[src/rtl/mux256_pkg.sv]
// mux256_pkg
//   Shared constants, types and helpers for the mux256 feeder slice.
//   WORD_W    : width of one load word
//   NUM_WORDS : words assembled into one vector
//   VEC_W     : vector width presented to the 256:1 mux
//   SEL_W     : select index width (log2 of VEC_W)
package mux256_pkg;

    localparam int WORD_W    = 32;
    localparam int NUM_WORDS = 8;
    localparam int VEC_W     = WORD_W * NUM_WORDS;
    localparam int SEL_W     = $clog2(VEC_W);
    localparam int IDX_W     = $clog2(NUM_WORDS);
    localparam int CNT_W     = 8;

    typedef logic [WORD_W-1:0] word_t;
    typedef logic [VEC_W-1:0]  vec_t;
    typedef logic [SEL_W-1:0]  sel_t;
    typedef logic [IDX_W-1:0]  idx_t;
    typedef logic [CNT_W-1:0]  cnt_t;

    typedef enum logic {
        EMPTY  = 1'b0,
        ACTIVE = 1'b1
    } feeder_state_t;

    localparam idx_t LAST_IDX = idx_t'(NUM_WORDS - 1);

    // Return vector v with word slot idx replaced by w.
    function automatic vec_t merge_word(input vec_t v, input idx_t idx, input word_t w);
        vec_t r;
        r = v;
        for (int k = 0; k < NUM_WORDS; k++) begin
            if (idx == idx_t'(k)) begin
                r[k*WORD_W +: WORD_W] = w;
            end else begin
                r[k*WORD_W +: WORD_W] = v[k*WORD_W +: WORD_W];
            end
        end
        return r;
    endfunction

endpackage

[src/rtl/mux256_feeder_if.sv]
// mux256_feeder_if
//   Bundles the load stream, the select stream and the mux-facing outputs.
//   master : producer of words/selects, consumer of the mux outputs (bench side)
//   slave  : the feeder itself
interface mux256_feeder_if;
    import mux256_pkg::*;

    logic  wr_valid;
    logic  wr_ready;
    word_t wr_data;
    logic  sel_valid;
    logic  sel_ready;
    sel_t  sel_in;
    vec_t  mux_din;
    sel_t  mux_sel;
    logic  mux_valid;
    logic  vec_active;
    cnt_t  vec_count;

    modport master (
        output wr_valid, wr_data, sel_valid, sel_in,
        input  wr_ready, sel_ready, mux_din, mux_sel, mux_valid, vec_active, vec_count
    );

    modport slave (
        input  wr_valid, wr_data, sel_valid, sel_in,
        output wr_ready, sel_ready, mux_din, mux_sel, mux_valid, vec_active, vec_count
    );

endinterface

[src/rtl/vec_loader.sv]
// vec_loader
//   Shadow buffer that assembles a vector from a stream of words.
//   clk, areset_n : clock and async active-low reset
//   clear         : synchronous flush of the word index (shadow data held)
//   wr_valid      : word valid (the shadow never blocks)
//   wr_data       : incoming word, lands in slot word_idx
//   full_vec      : shadow with the current input word merged; valid to
//                   commit in the cycle swap is high
//   swap          : final word of a vector is being accepted this cycle
//   last_pending  : the next accepted word completes the vector
module vec_loader
    import mux256_pkg::*;
(
    input  logic  clk,
    input  logic  areset_n,
    input  logic  clear,
    input  logic  wr_valid,
    input  word_t wr_data,
    output vec_t  full_vec,
    output logic  swap,
    output logic  last_pending
);

    vec_t shadow_r;
    idx_t word_idx_r;
    logic accept_s;

    // Handshake decode and swap pulse; clear masks any word presented with it.
    always_comb begin
        accept_s     = wr_valid & ~clear;
        last_pending = (word_idx_r == LAST_IDX);
        swap         = accept_s & last_pending;
        full_vec     = merge_word(shadow_r, word_idx_r, wr_data);
    end

    // Shadow buffer and word index.
    always_ff @(posedge clk or negedge areset_n) begin
        if (!areset_n) begin
            shadow_r   <= '0;
            word_idx_r <= '0;
        end else if (clear) begin
            word_idx_r <= '0;
        end else if (accept_s) begin
            shadow_r   <= full_vec;
            word_idx_r <= swap ? idx_t'(0) : (word_idx_r + idx_t'(1));
        end else begin
            word_idx_r <= word_idx_r;
        end
    end

endmodule

[src/rtl/mux256_feeder.sv]
// mux256_feeder
//   Feeds the 256:1 bit mux: assembles din from 32-bit words into a shadow
//   buffer, swaps it into the active vector once complete, and forwards a
//   registered select with a one-cycle qualifying strobe.
//   clk      : sole clock, rising edge
//   areset_n : asynchronous active-low reset
//   clear    : synchronous flush; drops the active vector and the partial load
//   bus      : load stream, select stream and mux-facing outputs
module mux256_feeder
    import mux256_pkg::*;
(
    input  logic              clk,
    input  logic              areset_n,
    input  logic              clear,
    mux256_feeder_if.slave    bus
);

    vec_t          full_vec_s;
    logic          swap_s;
    logic          last_pending_s;
    logic          sel_ready_s;
    logic          sel_accept_s;

    feeder_state_t state_r;
    vec_t          mux_din_r;
    sel_t          mux_sel_r;
    logic          mux_valid_r;
    cnt_t          vec_count_r;

    vec_loader u_loader (
        .clk          (clk),
        .areset_n     (areset_n),
        .clear        (clear),
        .wr_valid     (bus.wr_valid),
        .wr_data      (bus.wr_data),
        .full_vec     (full_vec_s),
        .swap         (swap_s),
        .last_pending (last_pending_s)
    );

    // Selects stall while the final word is pending so no select straddles a swap.
    always_comb begin
        sel_ready_s  = (state_r == ACTIVE) & ~last_pending_s;
        sel_accept_s = bus.sel_valid & sel_ready_s & ~clear;
    end

    // Feeder state, active vector, select pipeline and swap counter.
    always_ff @(posedge clk or negedge areset_n) begin
        if (!areset_n) begin
            state_r     <= EMPTY;
            mux_din_r   <= '0;
            mux_sel_r   <= '0;
            mux_valid_r <= 1'b0;
            vec_count_r <= '0;
        end else if (clear) begin
            state_r     <= EMPTY;
            mux_valid_r <= 1'b0;
        end else begin
            case (state_r)
                EMPTY:   state_r <= swap_s ? ACTIVE : EMPTY;
                ACTIVE:  state_r <= ACTIVE;
                default: state_r <= EMPTY;
            endcase

            if (swap_s) begin
                mux_din_r   <= full_vec_s;
                vec_count_r <= vec_count_r + 8'd1;
            end else begin
                mux_din_r   <= mux_din_r;
                vec_count_r <= vec_count_r;
            end

            if (sel_accept_s) begin
                mux_sel_r   <= bus.sel_in;
                mux_valid_r <= 1'b1;
            end else begin
                mux_sel_r   <= mux_sel_r;
                mux_valid_r <= 1'b0;
            end
        end
    end

    assign bus.wr_ready   = 1'b1;
    assign bus.sel_ready  = sel_ready_s;
    assign bus.mux_din    = mux_din_r;
    assign bus.mux_sel    = mux_sel_r;
    assign bus.mux_valid  = mux_valid_r;
    assign bus.vec_active = (state_r == ACTIVE);
    assign bus.vec_count  = vec_count_r;

endmodule
[src/flat_wrapper.sv]
// flat-port wrapper written by rule: the top's interface ports become plain ports
module mux256_feeder_flat import mux256_pkg::*;
  (clk, areset_n, clear, bus_wr_valid, bus_wr_data, bus_sel_valid, bus_sel_in, bus_wr_ready, bus_sel_ready, bus_mux_din, bus_mux_sel, bus_mux_valid, bus_vec_active, bus_vec_count);
  mux256_feeder_if bus_i ();
  input  logic clk;
  input  logic areset_n;
  input  logic clear;
  input wire logic [$bits(bus_i.wr_valid)-1:0] bus_wr_valid;
  input wire logic [$bits(bus_i.wr_data)-1:0] bus_wr_data;
  input wire logic [$bits(bus_i.sel_valid)-1:0] bus_sel_valid;
  input wire logic [$bits(bus_i.sel_in)-1:0] bus_sel_in;
  output wire logic [$bits(bus_i.wr_ready)-1:0] bus_wr_ready;
  output wire logic [$bits(bus_i.sel_ready)-1:0] bus_sel_ready;
  output wire logic [$bits(bus_i.mux_din)-1:0] bus_mux_din;
  output wire logic [$bits(bus_i.mux_sel)-1:0] bus_mux_sel;
  output wire logic [$bits(bus_i.mux_valid)-1:0] bus_mux_valid;
  output wire logic [$bits(bus_i.vec_active)-1:0] bus_vec_active;
  output wire logic [$bits(bus_i.vec_count)-1:0] bus_vec_count;
  assign bus_i.wr_valid = bus_wr_valid;
  assign bus_i.wr_data = bus_wr_data;
  assign bus_i.sel_valid = bus_sel_valid;
  assign bus_i.sel_in = bus_sel_in;
  assign bus_wr_ready = bus_i.wr_ready;
  assign bus_sel_ready = bus_i.sel_ready;
  assign bus_mux_din = bus_i.mux_din;
  assign bus_mux_sel = bus_i.mux_sel;
  assign bus_mux_valid = bus_i.mux_valid;
  assign bus_vec_active = bus_i.vec_active;
  assign bus_vec_count = bus_i.vec_count;
  mux256_feeder u_core (.clk(clk), .areset_n(areset_n), .clear(clear), .bus(bus_i));
endmodule
[config.mk]
export PLATFORM = sky130hd
export DESIGN_NAME = mux256_feeder_flat
export DESIGN_NICKNAME = d
export VERILOG_FILES = /design/src/rtl/mux256_pkg.sv /design/src/rtl/mux256_feeder_if.sv /design/src/rtl/vec_loader.sv /design/src/rtl/mux256_feeder.sv /design/src/flat_wrapper.sv
export SDC_FILE = /design/constraint.sdc
export NUM_CORES = 1
export LEC_CHECK = 0
export CORE_MARGIN = 4
export CORE_UTILIZATION = 25
export DETAILED_ROUTE_END_ITERATION = 8
export SLEW_MARGIN = 10
export SYNTH_ARGS = -nofsm -noshare
export SYNTH_HDL_FRONTEND = slang
export SYNTH_SLANG_ARGS = --single-unit
[constraint.sdc]
create_clock -name clk -period 4.15 [get_ports clk]
set_input_delay 0.83 -clock clk [delete_from_list [all_inputs] [get_ports clk]]
set_output_delay 0.83 -clock clk [all_outputs]
set_load 0.1 [all_outputs]
# Word-level counts from Yosys, hierarchy flattened
# Cells that the tools add are included.
# totals
reg_bits	533
in_bits	45
output_inout_bits	276
elab_cells	45
# op_classes
add_sub_neg	2
n_eq_ne	7
mux	16
bitwise_logic	8
reduce_logical	5
# op_table
operator	count
32-bit 2-to-1 mux	8
3-bit equality test (second input constant)	4
3-bit 2-to-1 mux	3
8-bit by 1-bit adder with 8-bit output (second input constant)	1
3-bit by 2-bit equality test with 1-bit output (second input constant)	2
2-bit AND reduction	3
1-bit AND	5
1-bit 2-to-1 mux	4
3-bit by 1-bit adder with 3-bit output (second input constant)	1
3-bit by 1-bit equality test with 1-bit output (second input constant)	1
3-bit logical NOT	1
1-bit inverter	3
1-bit one-hot mux with 2 select lines	1
2-bit nonzero test	1

# Depth between registers and ports, before layout
# Gate-level depths: netlist of the first run.
# depth
depth_word	7
depth_mapped	9
depth_no_buf	5

# By module
# Synthesis of the first run repeated with hierarchy kept, for this count alone.
# unflattened
cells_unflattened	1485
hier_area_um2	24130.6
# by_module_without_submodules
module	instances	cells_each	area_each_um2	seq_area_each_um2
vec_loader	1	893	13083.8	6481.2
mux256_feeder	1	592	11046.8	6856.6

# Worst setup path after synthesis of the first run
# Ideal clock, no wire load.
# synth_path
path_type	reg-to-output
from	reg u_core.state_r, in the netlist u_core.bus.vec_active
to	out bus_sel_ready
arrival_time_ns	2.426
t_required_ns	3.320
slack_ns	0.894
path_stages_with_launch	3
path_buffers	0
cell_sequence	dfrtp_1 -> inv_1 -> nor2_1
# synth_between
elab_chain_cells	1
# synth_lines
item	line_no	rtl
start, declared	mux256_feeder.sv:24	feeder_state_t state_r;
start signal, assigned	mux256_feeder.sv:60	EMPTY: state_r <= swap_s ? ACTIVE : EMPTY;
1-bit AND	mux256_feeder.sv:43	sel_ready_s = (state_r == ACTIVE) & ~last_pending_s;
end, declared	flat_wrapper.sv:13	output wire logic [$bits(bus_i.sel_ready)-1:0] bus_sel_ready;
# No other way between the ends.

# Final worst setup path of the first run
# layout_path
from	reg u_core.vec_count_r[2], in the netlist u_core.bus.vec_count[2]
to	out bus_vec_count[2]
# layout_rtl
item	line_no	rtl
start, declared	mux256_feeder.sv:28	cnt_t vec_count_r;
start signal, assigned	mux256_feeder.sv:67	vec_count_r <= vec_count_r + 8'd1;
start signal, assigned	mux256_feeder.sv:70	vec_count_r <= vec_count_r;
end, declared	flat_wrapper.sv:18	output wire logic [$bits(bus_i.vec_count)-1:0] bus_vec_count;
# No word-level cell between the ends.

==> key figures, run 1 <==
Power
  • Pwr/cell area: 485.5 nW/µm²
  • Peak supply drop: about 0.28 mV
  • Pint: approximately 9.7 mW
  • Flop pwr share: 43.7%
  • Sw Ratio: 27.62%
  • Switching component of the power: 3.700 mW
  • P_leak: approximately 13 nW
  • Comb power frac: between 10% and 20%
  • Clock share of power: slightly below 40%

Place
  • DP Area: 25,620 µm²
  • Setup WS pre-CTS: 0.8913 ns
  • PortBufs: 319
  • GP Congestion: 0.7709
  • DP HPWL: 39,130 µm

Worst setup path
  • Crit path largest cell delay: 1.19 ns
  • Worst setup SP type: register
  • CP max FO: 6
  • Family with the most delay on the worst path: buffers and inverters
  • Critical Path RT: 3.32 ns
  • CP bufs+invs: 1
  • Critical path class: register to output port
  • CP arrival: 2.21 ns
  • Slowest library cell on the worst path: clkdlybuf4s50_1
  • Worst setup EP type: output port
  • Worst-path cell chain: clkdlybuf4s50_1

Synthesis
  • Count of cell types in the netlist: 32
  • Top cells by area, synth: dfrtp_1 59%, mux2i_1 11%, mux2_2 7.1%
  • Sequential fraction of the synthesis area: between 50% and 60%
  • Mapped Area: 21,300 µm²
  • Synth Flop Type: dfrtp_1
  • Syn. warnings: 0
  • Yosys top cell by area: dfrtp_1
  • Top cell type's share of synthesized area: 58.87%
  • Post-synthesis cell count: 1,701
  • Yosys reg bits: ~500
  • Syn Nets: roughly 1,800
  • Top-count cell post-synth: dfrtp_1
  • Top cells by count, synth: 501 x dfrtp_1, 327 x nand2_1, 226 x mux2i_1
  • Post-synth EDFFs: 0
  • Synthesized area per cell: 12.52 µm²
  • Post-synth ARST share: 100.0%

CTS
  • Clk slew on worst S/H paths: about 0.060 ns
  • CTS tree: done
  • Cts hold-fix bufs: 0
  • CTS buffer count: 56
  • Clk_lat worst skew: 0.59 ns
  • Setup repair bufs after CTS: 0
  • Cts repair resizes: 0
  • H-tree depth: 2
  • CTS root buf: clkbuf_16
  • Clock sinks: between 500 and 600
  • Clk buf depth: 3

GRT
  • Vias in the first global route: 14,310
  • Gr usage total: 12.99%
  • Global-route wire length before repair: 90,940 µm
  • Largest net degree at the start of global routing: 125
  • Initial antenna violation count: 1
  • GRT overflow: 0

Drt
  • Routed WL: 59,080 µm
  • Routed WL per cell: 18.74 µm
  • Initial DRC count: between 700 and 800
  • Residual DRC count: 0
  • Vias: 13,550
  • Antenna viol nets, final: 0
  • Drt via density: 4.297
  • DRT Pass-1 Iters: 5

Timing
  • Hold Violations, Final: 0
  • Unrepaired setup endpoints after global routing: false
  • Slew HR: between 20% and 30%
  • Fin crit period: 3.043 ns
  • Clk_skew: 0.02460 ns
  • Final cycle utilization of the critical path: between 70% and 80%
  • Hold Slack: 0.2713 ns
  • Post-route setup slack: 1.107 ns
  • Maximum clock rate: 0.3286 GHz
  • Setup TNS: 0 ns
  • Final setup viols: 0
  • Worst Tran Pin Value: 1.154 ns
  • Count of pins over their slew limit: 0

Floorplan
  • Initial Util: ~25%
  • Site Rows: 106
  • Area of the die: 89,920 µm²
  • Die span in y: 299.9 µm
  • Die X: between 200 and 300 µm
  • Core area: 84,090 µm²
  • I/O pins: between 300 and 400

Finish
  • Filler cells: approximately 8,400
  • Share of cells above drive strength 1: 18.48%
  • Final #Nets: about 2,000
  • Final Instance Area: roughly 28,000 µm²
  • P&R area growth vs syn: 29.56%

Status
  • Status: finished, final reports clean

Hold path
  • Worst hold path type: primary input to async pin

Run
  • Maxcap violations: 0
-- metal layers --
metal | wire length [µm] | track usage [%]
met2 | 28140 | 21.57
met4 | 1010 | 2.673
met5 | 0 | 0
met1 | 26950 | 17.30
met3 | 2981 | 3.192
-- cell usage in the layout (no fill, tap or decap), types with 2 or more instances in the layout --
cell / count
dfrtp_1: 501
nand2b_4: 4
nand4_1: 2
nor2_4: 3
clkbuf_16: 56
bufinv_16: 9
ha_1: 6
clkinvlp_4: 4
mux2_1: 8
clkdlybuf4s50_1: 317
o21ai_0: 225
nand3_1: 3
inv_1: 4
xnor2_1: 7
mux2_2: 134
clkbuf_1: 12
buf_12: 12
nand2_4: 3
mux2_4: 90
nand3_4: 3
nor2_1: 5
mux2i_1: 226
clkinv_2: 11
buf_4: 24
nand2_1: 324
clkbuf_8: 9
-- area by class of cell --
class | instances | area, µm² | share of cell area [%]
Timing Repair Buffer | 354 | 3608 | 13.08
Clock inverter | 28 | 400.4 | 1.451
Multi-Input combinational cell | 1054 | 8039 | 29.14
Tap cell | 1134 | 1419 | 5.142
Sequential cell | 501 | 12540 | 45.44
Antenna cell | 1 | 2.502 | 0.009069
Clock buffer | 77 | 1570 | 5.691
Inverter | 4 | 15.01 | 0.05442
-- cells by family after synthesis --
logic type | after synthesis | synth area share (%)
adders and majority gates | 7 | 0.4112
muxes | 458 | 24.48
AOI/OAI and AO/OA | 226 | 5.323
buffers and inverters | 146 | 3.684
and+or+nand+nor | 355 | 6.933
DFF | 501 | 58.87
xor gates and xnor gates | 7 | 0.2879
other | 1 | 0.01761
-- power groups by stage --
stage | clock network [mW] | logic (mW) | registers, mW
6_report | 5.28 | 2.26 | 5.86
5_1_grt | 5.65 | 2.44 | 5.93
4_1_cts | 5.45 | 2.30 | 5.86
3_5_place_dp | 0 | 2.29 | 5.94
3_3_place_gp | 0 | 2.25 | 5.92
2_1_floorplan | 0 | 1.11 | 6.43
-- metrics by stage --
| step | power [mW] | utilization, % | instances |
|---|---|---|---|
| after CTS | 13.60 | 32.81 | 3152 |
| after detailed placement | 8.228 | 30.47 | 3047 |
| after floorplan | 7.536 | - | 1701 |
| final | 13.40 | 32.81 | 3153 |
| after global routing | 14.02 | 32.81 | 3152 |
| after global placement | 8.163 | 30.47 | 3047 |
-- final timing paths --
kind / from / end / slack [ns] / cells past startpoint
min in group clk: u_core.bus.mux_din[235] / u_core.bus.mux_din[235] / 0.47 / 2
max: u_core.bus.vec_count[2] / bus_vec_count[2] / 1.11 / 1
min reg2reg: u_core.bus.mux_din[235] / u_core.bus.mux_din[235] / 0.47 / 2
min: areset_n / u_core.bus.mux_din[170] / 0.27 / 1
max reg2reg: u_core.u_loader.word_idx_r[2] / u_core.bus.mux_din[16] / 1.58 / 6
max in group asynchronous: areset_n / u_core.bus.mux_din[135] / 2.83 / 2
-- registers in the layout, indices dropped and copies added, names as in the netlist --
register	count
u_core.u_loader.shadow_r	224
u_core.bus.mux_valid	1
u_core.bus.vec_count	8
u_core.bus.mux_din	256
u_core.u_loader.word_idx_r	3
u_core.bus.vec_active	1
u_core.bus.mux_sel	8
(Power assumes the default switching activity.)
==> run 2, diff against run 1 <==
Clock period 4.15 ns to 2.6 ns, I/O delays scaled along.
==> run 2 against run 1 <==
Sequential cell count did not move. Power increased by 58%. Final area shrank 0.88%. Combinational power increased by 62%. Sequential share of layout area grew 0.41 points. Critical path depth increased by 3.
==> key figures, run 2 (synthesis results as in run 1) <==
Floorplan
  • I/O pins: about 320
  • Die span in y: 299.9 µm
  • Core area: roughly 84,000 µm²
  • Initial Util: about a quarter
  • Site Rows: approximately 110
  • Area of the die: 89,920 µm²
  • Die X: about 300 µm

Power
  • Pwr/cell area: 775.3 nW/µm²
  • P_leak: 13.95 nW
  • Peak supply drop: 0.4626 mV

GRT
  • Global-route wire length before repair: around 94,000 µm
  • Vias in the first global route: between 10,000 and 15,000
  • Largest net degree at the start of global routing: ~110
  • Gr usage total: ~14%
  • Initial antenna violation count: 0
  • GRT overflow: 0

CTS
  • Clk slew on worst S/H paths: approximately 0.06 ns
  • CTS root buf: clkbuf_16
  • Clk buf depth: 3
  • H-tree depth: 2
  • Clk_lat worst skew: ~0.61 ns
  • CTS tree: done
  • CTS buffer count: between 50 and 60
  • Clock sinks: 501

Run
  • Maxcap violations: 0

Finish
  • Share of cells above drive strength 1: about a third
  • Reg area: 12,540 µm²
  • Final #Nets: 2,056
  • Area of the multi-input gates: between 8000 and 9000 µm²
  • Filler cells: 8,392
  • Number of flip-flops in the largest register: approximately 260
  • Non-filler cells, final: 3,186
  • P&R area growth vs syn: 28.41%
  • Commonest non-fill, non-tap cell in the layout: dfrtp_1
  • Antenna Cells: 0
  • Most frequent cells in the layout: 501 x dfrtp_1, 324 x nand2_1, 310 x buf_4, 226 x mux2i_1, 225 x o21ai_0

Timing
  • Hold Slack: 0.4780 ns
  • Worst Tran Pin Value: ~0.82 ns
  • Hold Violations, Final: 0
  • Setup TNS: 0 ns
  • Slew HR: 45.20%
  • Final setup viols: 0
  • Unrepaired setup endpoints after global routing: false
  • Maximum clock rate: 0.4065 GHz
  • Clk_skew: 0.01940 ns
  • Final cycle utilization of the critical path: 94.63%
  • Count of pins over their slew limit: 0
  • Fin crit period: 2.460 ns

Drt
  • Vias: 13,770
  • DR top layer: met4
  • Routed WL: 62,380 µm
  • Initial DRC count: 675
  • Met2 wire len: 28,870 µm
  • Routed WL per cell: 19.58 µm
  • Antenna viol nets, final: 0
  • DRT Pass-1 Iters: 4
  • Met3 WL: between 3000 and 4000 µm
  • Residual DRC count: 0
  • Met1 WL: a little under 30,000 µm
  • Drt via density: 4.321

Worst setup path
  • Slowest library cell on the worst path: dfrtp_1
  • Crit path largest cell delay: approximately 0.43 ns
  • Worst r2r src: u_core.u_loader.word_idx_r[0]
  • Critical Path RT: 2.08 ns
  • Worst-path cell chain: ha_1 -> ha_4 -> nor2_2 -> buf_12
  • CP startpoint: u_core.u_loader.word_idx_r[0]
  • R2r worst-path depth: 5
  • Critical path class: register to output port
  • RR Endpoint: u_core.bus.mux_sel[3]
  • CP arrival: 1.94 ns
  • Worst setup EP type: output port
  • Reg2reg setup slack: 0.64 ns
  • CP bufs+invs: 1
  • Worst setup SP type: register
  • Family with the most delay on the worst path: adder cells
  • CP max FO: 5

Place
  • DP HPWL: 41,660 µm
  • GP Congestion: 0.7457
  • PortBufs: 319
  • Post-Place Cells: 3,078

Hold path
  • Worst hold path type: register to register
  • Hold Path End: u_core.bus.mux_din[242]
  • Hold path start: u_core.bus.mux_din[242]
  • Hold path depth: 2

Status
  • Status: finished, final reports clean
==> run 2: cell types whose count changed in the layout (fill, tap and decap cells not counted), moves of 2 or more <==
cell	delta
buf_4	+286
clkdlybuf4s50_1	-274
buf_12	+19
bufinv_16	-5
clkbuf_1	+4
clkinv_4	+3
clkinvlp_4	-2
==> run 2: how the worst max path moves through the flow <==
stage                               endpoint  slack (ns)  cells past startpoint
6_report                       bus_sel_ready        0.14                      4
3_5_place_dp         u_core.bus.mux_din[162]        0.24                      6
4_1_cts                        bus_sel_ready        0.03                      4
2_1_floorplan                  bus_sel_ready        0.11                      2
5_1_grt                        bus_sel_ready        0.03                      4
3_3_place_gp   u_core.u_loader.shadow_r[210]        0.24                      5
==> run 2: tightest hold or removal path, cell delays in order (launching register included) <==
cell and delay [ns]:
dfrtp_1 0.34, nand2_1 0.05, nand2_1 0.05
==> run 2: layout make-up <==
class | instances | share of cell area, %
Sequential cell | 501 | 45.84
Multi-Input combinational cell | 1054 | 29.45
Timing Repair Buffer | 386 | 12.44
Clock buffer | 83 | 5.939
Tap cell | 1134 | 5.188
Clock inverter | 24 | 1.080
Inverter | 4 | 0.05490
==> run 2: metrics by stage <==
| step | power (mW) | worst slack (ns) | util [%] | cell area (µm²) |
|---|---|---|---|---|
| finish | 21.20 | 0.1397 | 32.52 | 27350 |
| detailed placement | 13.18 | 0.2377 | 30.21 | 25410 |
| global placement | 13.06 | 0.2382 | 30.21 | 25410 |
| floorplan | 12.03 | 0.1074 | - | 21300 |
| CTS | 21.52 | 0.03167 | 32.51 | 27340 |
| global route | 22.19 | 0.03263 | 32.52 | 27350 |
==> run 2: metal layers <==
layer / up-vias / track usage [%]
li1: 6395 / -
met5: - / 0
met1: 6990 / 18.81
met3: 94 / 2.816
met2: 288 / 21.83
met4: 0 / 3.355
==> run 2: report_power, final <==
group,leakage [nW],internal [mW],switching (mW)
clock,0.938,4.77,3.42
sequential,6.70,8.80,0.571
combinational,6.32,1.54,2.11
==> run 2: repair_timing <==
| item | CTS | global route |
|---|---|---|
| hold buffers | 1 | 0 |
| setup buffers | 0 | 0 |
| resized for setup | 1 | 1 |
| endpoints found under the hold margin | 50 | 0 |
| setup endpoints to repair | 1 | 1 |
